<file path="config.mk">
export PLATFORM = sky130hd
export DESIGN_NAME = fetch_stage_flat
export DESIGN_NICKNAME = d
export VERILOG_FILES = /design/src/rtl/fetch_stage_if.sv /design/src/rtl/fetch_stage.sv /design/src/flat_wrapper.sv
export SDC_FILE = /design/constraint.sdc
export NUM_CORES = 1
export LEC_CHECK = 0
export ABC_AREA = 1
export CORE_ASPECT_RATIO = 0.7
export CORE_MARGIN = 2
export CORE_UTILIZATION = 46
export DETAILED_ROUTE_END_ITERATION = 10
export GPL_TIMING_DRIVEN = 0
export PLACE_DENSITY_LB_ADDON = 0.2
export SKIP_CTS_REPAIR_TIMING = 1
export SLEW_MARGIN = 20
export SYNTH_ARGS = -nofsm -noshare
export SYNTH_HDL_FRONTEND = slang
export SYNTH_SLANG_ARGS = --single-unit
</file>
<file path="constraint.sdc">
create_clock -name clk -period 1.95 [get_ports clk]
set_clock_uncertainty 0.15 [all_clocks]
set_input_delay 0.39 -clock clk [delete_from_list [all_inputs] [get_ports clk]]
set_output_delay 0.39 -clock clk [all_outputs]
set_load 0.005 [all_outputs]
</file>
<file path="src/rtl/fetch_stage_if.sv">
// fetch_stage_if: redirect, instruction-memory and decode signals of the fetch stage.
// FETCH_MISALIGN_TRAP_EN adds if_misalign.
interface fetch_stage_if #(parameter int XLEN = 32);
    logic            redirect_valid;
    logic [XLEN-1:0] redirect_pc;
    logic            imem_req;
    logic [XLEN-1:0] imem_addr;
    logic            imem_gnt;
    logic            imem_rvalid;
    logic [XLEN-1:0] imem_rdata;
    logic            if_valid;
    logic            if_ready;
    logic [XLEN-1:0] if_pc;
    logic [XLEN-1:0] if_inst;
    logic [XLEN-1:0] if_pc_plus4;
`ifdef FETCH_MISALIGN_TRAP_EN
    logic            if_misalign;
    modport master (
        input  redirect_valid, redirect_pc, imem_gnt, imem_rvalid, imem_rdata, if_ready,
        output imem_req, imem_addr, if_valid, if_pc, if_inst, if_pc_plus4, if_misalign
    );
    modport slave (
        output redirect_valid, redirect_pc, imem_gnt, imem_rvalid, imem_rdata, if_ready,
        input  imem_req, imem_addr, if_valid, if_pc, if_inst, if_pc_plus4, if_misalign
    );
`else
    modport master (
        input  redirect_valid, redirect_pc, imem_gnt, imem_rvalid, imem_rdata, if_ready,
        output imem_req, imem_addr, if_valid, if_pc, if_inst, if_pc_plus4
    );
    modport slave (
        output redirect_valid, redirect_pc, imem_gnt, imem_rvalid, imem_rdata, if_ready,
        input  imem_req, imem_addr, if_valid, if_pc, if_inst, if_pc_plus4
    );
`endif
endinterface

</file>
<file path="src/rtl/fetch_stage.sv">
// fetch_stage: owns the PC, keeps one imem request in flight and hands {pc, inst} to decode.
// FETCH_MISALIGN_TRAP_EN presents misaligned redirect targets as a trap instead of masking them.
module fetch_stage #(
    parameter int              XLEN     = 32,
    parameter logic [XLEN-1:0] RESET_PC = '0
) (
    input logic           clk,
    input logic           rst_n,
    fetch_stage_if.master bus
);
    typedef enum logic [1:0] {REQ, WAIT, HOLD} state_t;
    localparam logic [XLEN-1:0] NOP = XLEN'(32'h13);
    state_t          state;
    logic [XLEN-1:0] pc, opc, inst, tgt;
    logic            req, vld, mis, discard, gnt, bad, busy;
    assign gnt  = req && bus.imem_gnt;
    // a request is still in flight after this edge: granted now, or waiting with no response yet
    assign busy = (state == REQ && gnt) || (state == WAIT && !bus.imem_rvalid);
`ifdef FETCH_MISALIGN_TRAP_EN
    assign tgt             = bus.redirect_pc;
    assign bad             = |bus.redirect_pc[1:0];
    assign bus.if_misalign = mis;
`else
    assign tgt = bus.redirect_pc & ~XLEN'(3);
    assign bad = 1'b0;
`endif
    assign bus.imem_req    = req;
    assign bus.imem_addr   = pc;
    assign bus.if_valid    = vld;
    assign bus.if_pc       = opc;
    assign bus.if_inst     = inst;
    assign bus.if_pc_plus4 = opc + XLEN'(4);
    always_ff @(posedge clk or negedge rst_n)
        if (!rst_n) begin
            state   <= REQ;
            pc      <= RESET_PC;
            opc     <= RESET_PC;
            inst    <= NOP;
            req     <= 1'b0;
            vld     <= 1'b0;
            mis     <= 1'b0;
            discard <= 1'b0;
        end else if (bus.redirect_valid) begin
            pc      <= tgt;
            vld     <= bad;
            mis     <= bad;
            req     <= !bad && !busy;
            discard <= (discard || busy) && !(state == WAIT && bus.imem_rvalid);
            state   <= bad ? HOLD : busy ? WAIT : REQ;
            if (bad) begin
                opc  <= tgt;
                inst <= NOP;
            end
        end else begin
            case (state)
                REQ: begin
                    req <= !gnt;
                    if (gnt) state <= WAIT;
                end
                WAIT: if (bus.imem_rvalid) begin
                    discard <= 1'b0;
                    if (discard) begin
                        state <= REQ;
                        req   <= 1'b1;
                    end else begin
                        opc   <= pc;
                        inst  <= bus.imem_rdata;
                        vld   <= 1'b1;
                        pc    <= pc + XLEN'(4);
                        state <= HOLD;
                    end
                end
                HOLD: if (bus.if_ready) begin
                    vld <= 1'b0;
                    // a trapped fetch stays parked until the next redirect
                    if (!mis) begin
                        state <= REQ;
                        req   <= 1'b1;
                    end
                end
                default: state <= REQ;
            endcase
        end
endmodule

</file>
<file path="src/flat_wrapper.sv">
// flat-port wrapper written by rule: the top's interface ports become plain ports
module fetch_stage_flat 
#(
    parameter int              XLEN     = 32,
    parameter logic [XLEN-1:0] RESET_PC = '0
)
  (clk, rst_n, bus_redirect_valid, bus_redirect_pc, bus_imem_gnt, bus_imem_rvalid, bus_imem_rdata, bus_if_ready, bus_imem_req, bus_imem_addr, bus_if_valid, bus_if_pc, bus_if_inst, bus_if_pc_plus4);
  fetch_stage_if #(.XLEN(XLEN)) bus_i ();
  input logic clk;
  input logic rst_n;
  input wire logic [$bits(bus_i.redirect_valid)-1:0] bus_redirect_valid;
  input wire logic [$bits(bus_i.redirect_pc)-1:0] bus_redirect_pc;
  input wire logic [$bits(bus_i.imem_gnt)-1:0] bus_imem_gnt;
  input wire logic [$bits(bus_i.imem_rvalid)-1:0] bus_imem_rvalid;
  input wire logic [$bits(bus_i.imem_rdata)-1:0] bus_imem_rdata;
  input wire logic [$bits(bus_i.if_ready)-1:0] bus_if_ready;
  output wire logic [$bits(bus_i.imem_req)-1:0] bus_imem_req;
  output wire logic [$bits(bus_i.imem_addr)-1:0] bus_imem_addr;
  output wire logic [$bits(bus_i.if_valid)-1:0] bus_if_valid;
  output wire logic [$bits(bus_i.if_pc)-1:0] bus_if_pc;
  output wire logic [$bits(bus_i.if_inst)-1:0] bus_if_inst;
  output wire logic [$bits(bus_i.if_pc_plus4)-1:0] bus_if_pc_plus4;
  assign bus_i.redirect_valid = bus_redirect_valid;
  assign bus_i.redirect_pc = bus_redirect_pc;
  assign bus_i.imem_gnt = bus_imem_gnt;
  assign bus_i.imem_rvalid = bus_imem_rvalid;
  assign bus_i.imem_rdata = bus_imem_rdata;
  assign bus_i.if_ready = bus_if_ready;
  assign bus_imem_req = bus_i.imem_req;
  assign bus_imem_addr = bus_i.imem_addr;
  assign bus_if_valid = bus_i.if_valid;
  assign bus_if_pc = bus_i.if_pc;
  assign bus_if_inst = bus_i.if_inst;
  assign bus_if_pc_plus4 = bus_i.if_pc_plus4;
  fetch_stage #(.XLEN(XLEN), .RESET_PC(RESET_PC)) u_core (.clk(clk), .rst_n(rst_n), .bus(bus_i));
endmodule
</file>
# Word-level counts from Yosys, hierarchy flattened
# Cells that the tools add are included.
# W data, S select, Z words.
dict set report classes {
  n_addsub 2
  eq_ne 8
  muxes 24
  bitwise_logic 2
  reduce_logical 22
}
# op n
set ops {}
lappend ops {{$mux W32} 4}
lappend ops {{$add A32 B3 Y32 const B} 2}
lappend ops {{$mux W1} 12}
lappend ops {{$reduce_and A4 Y1} 3}
lappend ops {{$mux W2} 5}
lappend ops {{$ne A3 B3 Y1 const B} 3}
lappend ops {{$ne A3 B2 Y1 const B} 2}
lappend ops {{$pmux W2 S3} 1}
lappend ops {{$reduce_and A3 Y1} 2}
lappend ops {{$logic_and A1 B1 Y1} 5}
lappend ops {{$logic_not A1 Y1} 4}
lappend ops {{$reduce_bool A2 Y1} 2}
lappend ops {{$reduce_bool A4 Y1} 1}
lappend ops {{$pmux W1 S3} 1}
lappend ops {{$reduce_bool A3 Y1} 1}
lappend ops {{$eq A2 B1 Y1 const B} 1}
lappend ops {{$eq A2 B2 Y1 const B} 1}
lappend ops {{$logic_not A2 Y1} 1}
lappend ops {{$logic_or A1 B1 Y1} 2}
lappend ops {{$ne A2 B2 Y1 const B} 1}
lappend ops {{$not A1 Y1} 2}
lappend ops {{$pmux W1 S2} 1}
lappend ops {{$reduce_and A2 Y1} 1}
dict set report totals {
  regBits 101
  output_inout_bits 130
  word_cells 65
}

# Depth between registers and ports, before layout
dict set report logic_depth {
  depth_word 6
  mapped_depth 10
}

# Least setup slack after synthesis
# Ideal clock, no wire load.
dict set report synth_timing {
  path_kind {register to output}
  startpoint {register u_core.opc[2] (netlist: u_core.bus.if_pc[2])}
  endpoint {output bus_if_pc_plus4[22]}
  arrival_ns 1.443
  slack_ns -0.033
  path_stages_with_launch 7
  cell_sequence {dfrtp_1 ha_1 inv_1 nor3_1 inv_1 nor3_1 xor2_1}
}
dict set report synth_between {
  elab_chain_len 1
}
# element line
set synth_rtl {}
lappend synth_rtl {{start: declaration} fetch_stage.sv:14} ;# logic [XLEN-1:0] pc, opc, inst, tgt;
lappend synth_rtl {{start signal: assignment} fetch_stage.sv:51} ;# opc <= tgt;
lappend synth_rtl {{start signal: assignment} fetch_stage.sv:66} ;# opc <= pc;
lappend synth_rtl {{$add A32 B3 Y32} fetch_stage.sv:32} ;# assign bus.if_pc_plus4 = opc + XLEN'(4);
lappend synth_rtl {{end: declaration} flat_wrapper.sv:22} ;# output wire logic [$bits(bus_i.if_pc_plus4)-1:0] bus_if_pc_plus4;
# No other way between the ends.

# Worst setup path in the final report
dict set report layout_timing {
  startpoint {register u_core.opc[3] (netlist: u_core.bus.if_pc[3])}
  endpoint {output bus_if_pc_plus4[18]}
}
# Same word-level chain as after synthesis.

==> results by group <==
Yosys
  • Post-Synth XOR/XNOR Area: 4.24%
  • Mean area per synthesized cell: 7.02 sq um
  • Post-synthesis cell type count: 37
  • Number of instances in the synthesized netlist: 795
  • Area share of and/or/nand/nor cells after synthesis: 37.0%
  • Syn. warnings: 0
  • Number of register bits inferred by synthesis: 97
  • Synth area leaders: sky130_fd_sc_hd__dfrtp_1 (42%), sky130_fd_sc_hd__nand2_1 (21%), sky130_fd_sc_hd__nor2_1 (6.7%)
  • Part of the Yosys area used for sequential elements: 43.6%
  • Commonest register cell after synthesis: sky130_fd_sc_hd__dfrtp_1
  • Area of the mapped netlist: 5580 sq um
  • Share of cell area taken by muxes after synthesis: 0%
  • Share of the synthesized area in compound gates (AO/OA/AOI/OAI): 6.52%
  • Largest family of logic cells by synthesized area: simple AND/OR/NAND/NOR gates
  • Cell with the most instances after synthesis: sky130_fd_sc_hd__nand2_1
  • Post-synthesis adder-cell area fraction: 1.35%
  • Yosys top cell by area: sky130_fd_sc_hd__dfrtp_1
  • Top cells by instance count after synthesis: sky130_fd_sc_hd__nand2_1 (316), sky130_fd_sc_hd__nor2_1 (99), sky130_fd_sc_hd__dfrtp_1 (94)
  • Top cell type's share of synthesized area: 42.2%
  • Number of flops mapped to enable cells by yosys: 0
  • Share of flip-flops with an asynchronous set or reset: 100%

Global routing
  • Largest net degree at the start of global routing: 51
  • Via count of the first global-routing pass: 5396
  • Grt total ovfl: 0
  • Overall Global Routing Usage: 29.0%
  • Wire length of the first global-routing pass: 28800 um
  • Initial antenna violation count: 0

Cells and area
  • Layout Nets: 1135
  • Signed area change from the synthesized netlist to the final layout: 60.2%
  • Share of layout cells above drive strength 1: 23.5%
  • Fill cell total of the finished layout: 850
  • Antenna diode count: 0
  • Final design instance area without fill: 8940 sq um

Placed design
  • Number of I/O port buffers: 191
  • Detailed Place HPWL: 14400 um
  • RD Place Congestion: 1.00
  • Post-place instance area: 7740 sq um

Status
  • Violations in the final reports: setup timing
  • Status: finished with violations

Critical path
  • Startpoint type of the worst setup path: register
  • List of cells traversed by the critical path: ha_4, clkinvlp_4, nor3_4, buf_6, nand2_8, nor2_4, xor2_2, buf_2
  • Crit path DAT: 2220 ps
  • Critical Path End Type: output pin
  • Slowest CP cell: sky130_fd_sc_hd__dfrtp_2
  • Path type of the worst setup path: reg2out
  • Delay of the slowest critical-path stage: 440 ps
  • Buf+Inv Stages, Crit Path: 3
  • Critical path peak fanout: 4
  • Top delay family on crit path: simple AND/OR/NAND/NOR gates
  • Endpoint required time on the critical path: 1410 ps

Die
  • Starting Density: 47.4%
  • Placeable core region: 11800 sq um
  • Die footprint: 13000 sq um
  • IO Pins: 200
  • Die span in y: 96.2 um
  • Core Rows: 33
  • Width of the die: 136 um

Clocking
  • Clock-pin transition on the worst setup and hold timing paths: 70 ps
  • Latest clock arrival within the worst-skew pair: 350 ps
  • Clock tree root driver cell: sky130_fd_sc_hd__clkbuf_16
  • Clock tree buffer depth: 2
  • Number of buffers created by CTS: 9
  • Htree depth: 3
  • Clock sinks: 97
  • TritonCTS clock tree: built

Timing
  • Crit path time final: 2760 ps
  • Portion of the clock cycle consumed by the worst path in the final layout: 142%
  • Number of max-slew violations in the final report: 0
  • Final worst setup slack: -814 ps
  • Setup repair after global routing missed its margin: yes
  • Worst slew margin relative to its limit: 65.9%
  • Setup Viol. Count Final: 28
  • Highest attainable clock frequency: 362 MHz
  • Least-Margin Pin Slew: 512 ps
  • Hold Violations, Final: 0

Pwr
  • Power per Cell Area: 1250 nW/um^2
  • Leak: 0.00423 uW
  • Power after layout: 11200 uW
  • IR Drop Worst-Case VDD: 765 uV

Drt
  • Residual DRC: 0
  • Detailed Routing Iterations Pass 1: 7
  • Count of routing violations after the opening detailed-route iteration: 835
  • ANT nets after route: 0
  • Post-detailed-route wirelength per cell: 17.5 um
  • Routed via count divided by cell count: 5.38
  • Detailed-route via count: 6564
  • Routed wire length: 21400 um

Worst hold path
  • Class of the worst hold path: reg2reg

Job
  • Reported max-cap violation count: 0
[registers in the layout, summed over array words and instances, names as in the netlist]
register              flops
u_core.bus.if_inst       32
u_core.bus.if_pc         30
u_core.bus.imem_addr     30
u_core.state              2
u_core.bus.if_valid       1
u_core.bus.imem_req       1
u_core.discard            1
[stage by stage]
stage	instances	setup slack [ps]	TNS [ps]	util (%)	hold slack, ps
5_1_grt	1221	-899	-13910	75.9	343
6_report	1221	-814	-11870	75.9	315
3_3_place_gp	1148	-3350	-366920	65.5	303
3_5_place_dp	1149	-1010	-48830	65.8	211
4_1_cts	1165	-1390	-37270	68.3	-159
2_1_floorplan	800	65.1	0	-	-55.6
[layout by cell type (no fill, tap or decap), types with 12 or more instances in the layout]
cell type                         Yosys  final
sky130_fd_sc_hd__nand2_1            316    292
sky130_fd_sc_hd__clkdlybuf4s50_1      0    154
sky130_fd_sc_hd__o21ai_0             33     31
sky130_fd_sc_hd__inv_2                3     12
sky130_fd_sc_hd__a21oi_1             12     12
sky130_fd_sc_hd__xor2_1              21     18
sky130_fd_sc_hd__nor2_4               5     20
sky130_fd_sc_hd__nand3_1             51     47
sky130_fd_sc_hd__dfrtp_1             94     71
sky130_fd_sc_hd__inv_1               62     50
sky130_fd_sc_hd__nand2_2              1     18
sky130_fd_sc_hd__buf_4                8     61
sky130_fd_sc_hd__buf_2               10     29
sky130_fd_sc_hd__dfrtp_2              0     23
sky130_fd_sc_hd__nor2_1              99     79
[worst paths after layout]
kind                                                   endpoint                                start  depth (start not counted)  slack (ps)
max                                         bus_if_pc_plus4[18]      u_core.bus.if_pc[3]$_DFFE_PN0P_                          8        -810
max reg2reg                u_core.bus.imem_addr[26]$_DFFE_PN0P_  u_core.bus.imem_addr[2]$_DFFE_PN0P_                         10          60
min in group asynchronous   u_core.bus.imem_addr[8]$_DFFE_PN0P_                                rst_n                          2         400
min                           u_core.bus.if_inst[4]$_DFFE_PN1P_    u_core.bus.if_inst[4]$_DFFE_PN1P_                          2         320
min reg2reg                   u_core.bus.if_inst[4]$_DFFE_PN1P_    u_core.bus.if_inst[4]$_DFFE_PN1P_                          2         320
max in group asynchronous     u_core.bus.if_inst[4]$_DFFE_PN1P_                                rst_n                          3         590
[report_power, final]
part	total [uW]	leakage [uW]	internal (uW)	switching, uW
combinational	5610	0.00294	2920	2690
sequential	3700	0.00115	2830	871
clock	1850	0.000135	1000	850
total	11200	0.00423	6750	4410
[kinds of logic after synthesis]
family                   count (synthesis)
AO/OA/AOI/OAI                           65
XOR/XNOR                                27
adder cells (fa/ha/maj)                  6
buffers and inverters                   94
flip-flops                              97
other                                    1
AND/OR/NAND/NOR                        505
[per-layer routing]
layer | track usage (%) | vias to the layer above | routed length, um
met5 | 0 | - | 0
met4 | 5.21 | 0 | 309
met3 | 8.43 | 33 | 2530
met2 | 41.3 | 429 | 9620
met1 | 43.9 | 3072 | 8910
li1 | - | 3030 | -
[worst reg2reg max path, cell delays in order, from the launching register on]
cell,delay (ps)
sky130_fd_sc_hd__dfrtp_1,420
sky130_fd_sc_hd__ha_2,240
sky130_fd_sc_hd__nand2_1,100
sky130_fd_sc_hd__nor2_4,170
sky130_fd_sc_hd__nand2_2,140
sky130_fd_sc_hd__nor2_4,220
sky130_fd_sc_hd__nand2_1,80
sky130_fd_sc_hd__nand2_1,60
sky130_fd_sc_hd__nand3_1,80
sky130_fd_sc_hd__nand2_1,80
sky130_fd_sc_hd__nand2_1,50
[layout make-up]
class                           instances  area, sq um  share of cell area, %
Sequential cell                        97         2460                   27.5
Timing Repair Buffer                  250         2300                   25.8
Tap cell                              157          196                   2.20
Multi-Input combinational cell        609         3270                   36.6
Inverter                               65          253                   2.83
Clock buffer                           10          229                   2.56
Buffer                                 27          161                   1.81
Clock inverter                          6         66.3                  0.742
Power figures use the tool's default switching activity.
